==> src/rtl/rv_regs_pkg.sv <==
// Shared definitions for the rv_regs_sb register file and its scoreboard.
// Provides default sizing, convenience types for the default RV32
// configuration, and the index of the hardwired-zero register.
package rv_regs_pkg;

    localparam int XLEN_DEFAULT  = 32;
    localparam int NREGS_DEFAULT = 32;

    typedef logic [4:0]  reg_addr_t;
    typedef logic [31:0] xdata_t;

    // Architectural register that always reads zero and never goes busy.
    localparam int REG_ZERO = 0;

endpackage

==> src/rtl/rv_scoreboard.sv <==
// Busy-bit scoreboard for the register file.
// One busy bit per register, set when an instruction with that destination
// issues (alloc) and cleared when its result is written back.
//
// Ports:
//   clk, reset       clock and synchronous active-high reset
//   write, rd        writeback event (clears busy[rd])
//   alloc, alloc_rd  issue event (sets busy[alloc_rd]; wins over a same-cycle clear)
//   rs               packed read addresses, port p at [p*AW +: AW]
//   rs_busy          combinational busy lookup per port, pre-alloc,
//                    with the same-cycle writeback clear applied when BYPASS=1
//   busy_vec         current busy bits straight from the flops
module rv_scoreboard
    import rv_regs_pkg::*;
#(
    parameter int NREGS  = NREGS_DEFAULT,
    parameter int RPORTS = 2,
    parameter int BYPASS = 1,
    parameter int AW     = $clog2(NREGS)
) (
    input  logic                 clk,
    input  logic                 reset,
    input  logic                 write,
    input  logic [AW-1:0]        rd,
    input  logic                 alloc,
    input  logic [AW-1:0]        alloc_rd,
    input  logic [RPORTS*AW-1:0] rs,
    output logic [RPORTS-1:0]    rs_busy,
    output logic [NREGS-1:0]     busy_vec
);

    localparam logic [AW-1:0] ZERO = AW'(REG_ZERO);

    logic [NREGS-1:0] busy_q;
    logic [NREGS-1:0] busy_d;

    always_comb begin
        // NOTE: every combinational output gets a default before any
        // conditional update, so no path leaves it unassigned (no latch).
        busy_d = busy_q;
        // Clear first, then set: an alloc in the same cycle as the writeback
        // belongs to a newer producer and must leave the register busy.
        if (write && rd != ZERO) begin
            busy_d[rd] = 1'b0;
        end
        if (alloc && alloc_rd != ZERO) begin
            busy_d[alloc_rd] = 1'b1;
        end
    end

    always_ff @(posedge clk) begin
        // NOTE: sequential state uses non-blocking assignments so every flop
        // samples the pre-edge values regardless of process ordering.
        if (reset) begin
            busy_q <= '0;
        end else begin
            busy_q <= busy_d;
        end
    end

    // The reader is older than any instruction allocating this cycle, so the
    // lookup uses busy_q and ignores the alloc.
    for (genvar p = 0; p < RPORTS; p++) begin : g_port
        logic [AW-1:0] addr;
        logic          wb_hit;

        assign addr       = rs[p*AW +: AW];
        assign wb_hit     = (BYPASS != 0) && write && (rd == addr) && (addr != ZERO);
        assign rs_busy[p] = busy_q[addr] & ~wb_hit;
    end

    assign busy_vec = busy_q;

endmodule

==> src/rtl/rv_regs_sb.sv <==
// Parametrised integer register file with built-in RAW scoreboard.
// N registered read ports with per-port enable (outputs hold while disabled),
// one writeback port with optional same-cycle forwarding, register 0 wired
// to zero.
//
// Ports:
//   i_clk, i_reset  clock and synchronous active-high reset
//   i_rs, i_rs_en   packed read addresses and per-port read enables
//   i_write, i_rd, i_data    writeback
//   i_alloc, i_alloc_rd      destination allocation at issue
//   o_data          registered read data, port p at [p*XLEN +: XLEN]
//   o_busy          registered busy flag for each port's address
//   o_busy_vec      current scoreboard bits
module rv_regs_sb
    import rv_regs_pkg::*;
#(
    parameter int XLEN   = XLEN_DEFAULT,
    parameter int NREGS  = NREGS_DEFAULT,
    parameter int RPORTS = 2,
    parameter int BYPASS = 1,
    // Derived from NREGS; leave at its default.
    parameter int AW     = $clog2(NREGS)
) (
    input  logic                   i_clk,
    input  logic                   i_reset,
    input  logic [RPORTS*AW-1:0]   i_rs,
    input  logic [RPORTS-1:0]      i_rs_en,
    input  logic                   i_write,
    input  logic [AW-1:0]          i_rd,
    input  logic [XLEN-1:0]        i_data,
    input  logic                   i_alloc,
    input  logic [AW-1:0]          i_alloc_rd,
    output logic [RPORTS*XLEN-1:0] o_data,
    output logic [RPORTS-1:0]      o_busy,
    output logic [NREGS-1:0]       o_busy_vec
);

    localparam logic [AW-1:0] ZERO = AW'(REG_ZERO);

    logic [XLEN-1:0]   regs    [NREGS];
    logic [XLEN-1:0]   rd_val  [RPORTS];
    logic [XLEN-1:0]   data_q  [RPORTS];
    logic [RPORTS-1:0] sb_busy;
    logic [RPORTS-1:0] busy_q;

    rv_scoreboard #(
        .NREGS  (NREGS),
        .RPORTS (RPORTS),
        .BYPASS (BYPASS),
        .AW     (AW)
    ) u_scoreboard (
        .clk      (i_clk),
        .reset    (i_reset),
        .write    (i_write),
        .rd       (i_rd),
        .alloc    (i_alloc),
        .alloc_rd (i_alloc_rd),
        .rs       (i_rs),
        .rs_busy  (sb_busy),
        .busy_vec (o_busy_vec)
    );

    // NOTE: the storage array is cleared on reset because reset must leave
    // every architectural register at zero; this makes it a flop array
    // rather than a RAM macro.
    always_ff @(posedge i_clk) begin
        if (i_reset) begin
            for (int i = 0; i < NREGS; i++) begin
                regs[i] <= '0;
            end
        end else if (i_write && i_rd != ZERO) begin
            regs[i_rd] <= i_data;
        end
    end

    for (genvar p = 0; p < RPORTS; p++) begin : g_read
        logic [AW-1:0] addr;
        logic          wb_hit;

        assign addr   = i_rs[p*AW +: AW];
        assign wb_hit = (BYPASS != 0) && i_write && (i_rd == addr) && (addr != ZERO);
        // Register 0 is forced to zero on the read side as well, so it reads
        // zero even before the first reset.
        assign rd_val[p] = wb_hit         ? i_data :
                           (addr == ZERO) ? '0     : regs[addr];

        assign o_data[p*XLEN +: XLEN] = data_q[p];
    end

    // Output registers: a disabled port holds both its data and busy flag so
    // a stalled issue stage sees a stable operand.
    always_ff @(posedge i_clk) begin
        if (i_reset) begin
            for (int p = 0; p < RPORTS; p++) begin
                data_q[p] <= '0;
            end
            busy_q <= '0;
        end else begin
            for (int p = 0; p < RPORTS; p++) begin
                if (i_rs_en[p]) begin
                    data_q[p] <= rd_val[p];
                    busy_q[p] <= sb_busy[p];
                end
            end
        end
    end

    assign o_busy = busy_q;

endmodule
==> config.mk <==
export PLATFORM = sky130hd
export DESIGN_NAME = rv_regs_sb
export DESIGN_NICKNAME = d
export VERILOG_FILES = /design/src/rtl/rv_regs_pkg.sv /design/src/rtl/rv_scoreboard.sv /design/src/rtl/rv_regs_sb.sv
export SDC_FILE = /design/constraint.sdc
export NUM_CORES = 2
export LEC_CHECK = 0
export BUFFER_PORTS_ARGS = -buffer_cell sky130_fd_sc_hd__buf_2
export CORE_MARGIN = 10
export CORE_UTILIZATION = 61
export DETAILED_ROUTE_END_ITERATION = 12
export PLACE_DENSITY = 0.79
export SYNTH_ARGS = -nofsm -noshare
export SYNTH_HDL_FRONTEND = slang
export SYNTH_HIERARCHICAL = 1
export SYNTH_SLANG_ARGS = --single-unit
export TNS_END_PERCENT = 1
==> constraint.sdc <==
create_clock -name i_clk -period 5.3 [get_ports i_clk]
set_clock_uncertainty 0.2 [all_clocks]
set_input_delay 1.06 -clock i_clk [delete_from_list [all_inputs] [get_ports i_clk]]
set_output_delay 1.06 -clock i_clk [all_outputs]
set_load 0.05 [all_outputs]
==> results.md <==
- Antenna-violating nets left: 0
- WL final: 205000 µm
- Clk pin slew, worst setup/hold paths: 0.06 ns
- DIE WIDTH: 332 µm
- Leakage: 23.6 nW
- Chip height: 332 µm
- Multi-input gate area: 0.0246 mm²
- Maximum vdd drop: 0.294 mV
- Final setup vio count: 0
- H-tree Lvls: 3
- DR WL met2: 91500 µm
- Register area: 0.0334 mm²
- Largest net degree at the start of global routing: 83
- CP arrival: 3.86 ns
- Tmin final: 3.60 ns
- EDFF count, synth: 1088
- Final Net Count: 4303
- Area post-placement: 0.0619 mm²
- GRT overflow: 0
- First-pass GRT wire length: 290000 µm
- GRT Resource Usage Total: 36.2%
- Row cnt: 114
- Maximum clock insertion buffer count: 3
- CP endpoint kind: flop
- Layout fillers: 6502
- CTS root buf: clkbuf_16
- Die area: 0.110 mm²
- Syn Inst Count: 4225
- Clk_lat worst skew: 0.73 ns
- P&R area growth vs syn: 10.4%
- Post-CTS Resized: 0
- Hold Path Class: flop to flop
- DRT Pass-1 Iters: 8
- Layout cells sized above 1: 22.0%
- Setup TNS: 0 ns
- Worst Path Max Fanout: 62
- Startpoint Class: primary input
- Fin crit share: 67.9%
- Initial Utilization: 61.5%
- Cell accounting for the most synthesized area: edfxtp_1
- Fin area: 0.0656 mm²
- WL met3: 33300 µm
- # Post-CTS Setup Buffers: 0
- PD cells: 324 mW/mm²
- CP required: 5.57 ns
- Synth top cells by count: 1088 x edfxtp_1, 994 x and2_1, 366 x mux4_2, 325 x mux2i_1, 303 x clkbuf_1
- Top Metal Used: met5
- DR vias/cell: 7.43
- Residual DRC: 0
- Initial antenna violation count: 20
- RSZ-0062 raised after global routing: no
- CTS sink cnt: 1122
- Post-DP HPWL: 118000 µm
- I/O pins: 156
- Vias: 41800
- Port Buffers: 155
- Worst Max-Slew Pin Slew: 1.28 ns
- Sequential share of the synthesized area: 56.1%
- Syn avg cell area: 14.1 µm²
- Met1 wire length: 66200 µm
- #FFs+latches synth: 1122
- Final Slew Violations: 0
- Warnings from Yosys: 6
- Final hold vios: 0
- Synth Cell Area: 0.0594 mm²
- Ys flop type: edfxtp_1
- CTS tree: done
- CTS Buf Count: 115
- FMAX: 278 MHz
- CORE AREA: 0.0967 mm²
- Crit Path Class: primary input to flop
- Initial drt markers: 7633
- Vias in the first global route: 41100
- Distinct cells, synth: 52
- Wire per inst: 36.5 µm
- Top-area cell type share of the netlist area: 55.0%
- Async set or reset register ratio after synthesis: 0%
- Status: finished clean
- Routability cong.: 0.937
- Hold Buf Count CTS: 0
- Max-cap viol count: 0
- Synth area leaders: edfxtp_1 55%, mux4_2 14%, and2_1 10%
- Slew headroom: 14.9%
- Count leader, synth: edfxtp_1
## state kept, by name, summed over array words and instances, names as in the netlist
name                   cells
regs                    1024
u_scoreboard/busy_vec     32
data_q                    64
o_busy                     2
## report_power, final
group | internal (mW) | leakage [nW] | switching [mW]
sequential | 10.2 | 10.7 | 0.300
combinational | 0.968 | 11.1 | 1.67
clock | 4.57 | 1.79 | 3.52
## final cells by class
class | instances | share of cell area, %
Tap cell | 1276 | 2.43
Timing Repair Buffer | 304 | 3.56
Multi-Input combinational cell | 2700 | 37.5
Antenna cell | 10 | 0.0381
Sequential cell | 1122 | 50.8
Clock inverter | 66 | 0.921
Clock buffer | 145 | 4.68
Inverter | 2 | 0.0114
## through the flow
step / hold WS [ns] / std cells / power, mW / setup WS (ns) / utilization [%]
6_report: 0.308 / 5625 / 21.3 / 1.70 / 67.8
5_1_grt: 0.332 / 5617 / 21.7 / 1.72 / 67.8
4_1_cts: 0.299 / 5615 / 21.1 / 1.88 / 67.8
3_5_place_dp: 0.289 / 5404 / 13.3 / 1.15 / 64.0
3_3_place_gp: 0.287 / 5404 / 13.2 / 1.19 / 64.0
2_1_floorplan: 0.516 / 4256 / 12.3 / 2.08 / -
## final timing paths
check	start	to	slack [ns]	cells past startpoint
max	i_rs[0]	data_q[0][18]	1.70	7
min	u_scoreboard/busy_vec[18]	u_scoreboard/busy_vec[18]	0.31	2
max reg2reg	regs[3][30]	data_q[0][62]	2.97	5
min reg2reg	u_scoreboard/busy_vec[18]	u_scoreboard/busy_vec[18]	0.31	2
## placed cells by master, fill, tap and decap left out, drive strengths merged, types with 22 or more instances in the layout
cell type | Yosys | final
mux2 | 37 | 37
nand3 | 42 | 42
nor3 | 22 | 22
dfxtp | 34 | 34
edfxtp | 1088 | 1088
o21ai | 70 | 70
mux2i | 325 | 325
or2 | 34 | 34
buf | 129 | 303
nor2b | 45 | 45
conb | 1 | 32
clkinv | 0 | 46
a221oi | 59 | 59
a32o | 32 | 32
a21oi | 112 | 112
a211oi | 36 | 36
a22oi | 63 | 63
nor2 | 52 | 52
clkbuf | 303 | 146
o221ai | 32 | 32
o22ai | 33 | 33
and2 | 995 | 995
mux4 | 376 | 376
nand2 | 164 | 164
## critical path, stage by stage
cell,delay (ns)
buf_8,0.54
xnor2_1,0.19
nand2_1,0.18
o21ai_4,0.97
buf_4,0.42
nor3_1,0.15
a221o_1,0.27
## cell families (layout without fill, tap and decap cells)
| kind of cell | after synthesis | in the layout | share of synthesized area, % |
|---|---|---|---|
| other | 1 | 42 | 0.00631 |
| AND/OR/NAND/NOR | 1410 | 1410 | 13.9 |
| XOR/XNOR | 18 | 18 | 0.265 |
| flip-flops | 1122 | 1122 | 56.1 |
| AO/OA/AOI/OAI | 502 | 502 | 6.03 |
| buffers and inverters | 434 | 517 | 3.19 |
| multiplexers | 738 | 738 | 20.5 |
## metal layers
| metal | vias to the layer above | track usage (%) |
|---|---|---|
| met5 | - | 0 |
| met4 | 16 | 21.9 |
| met3 | 958 | 12.3 |
| met2 | 4127 | 54.1 |
| met1 | 20500 | 45.5 |
| li1 | 16200 | - |
Note: power is estimated with default switching activity, not from simulation.
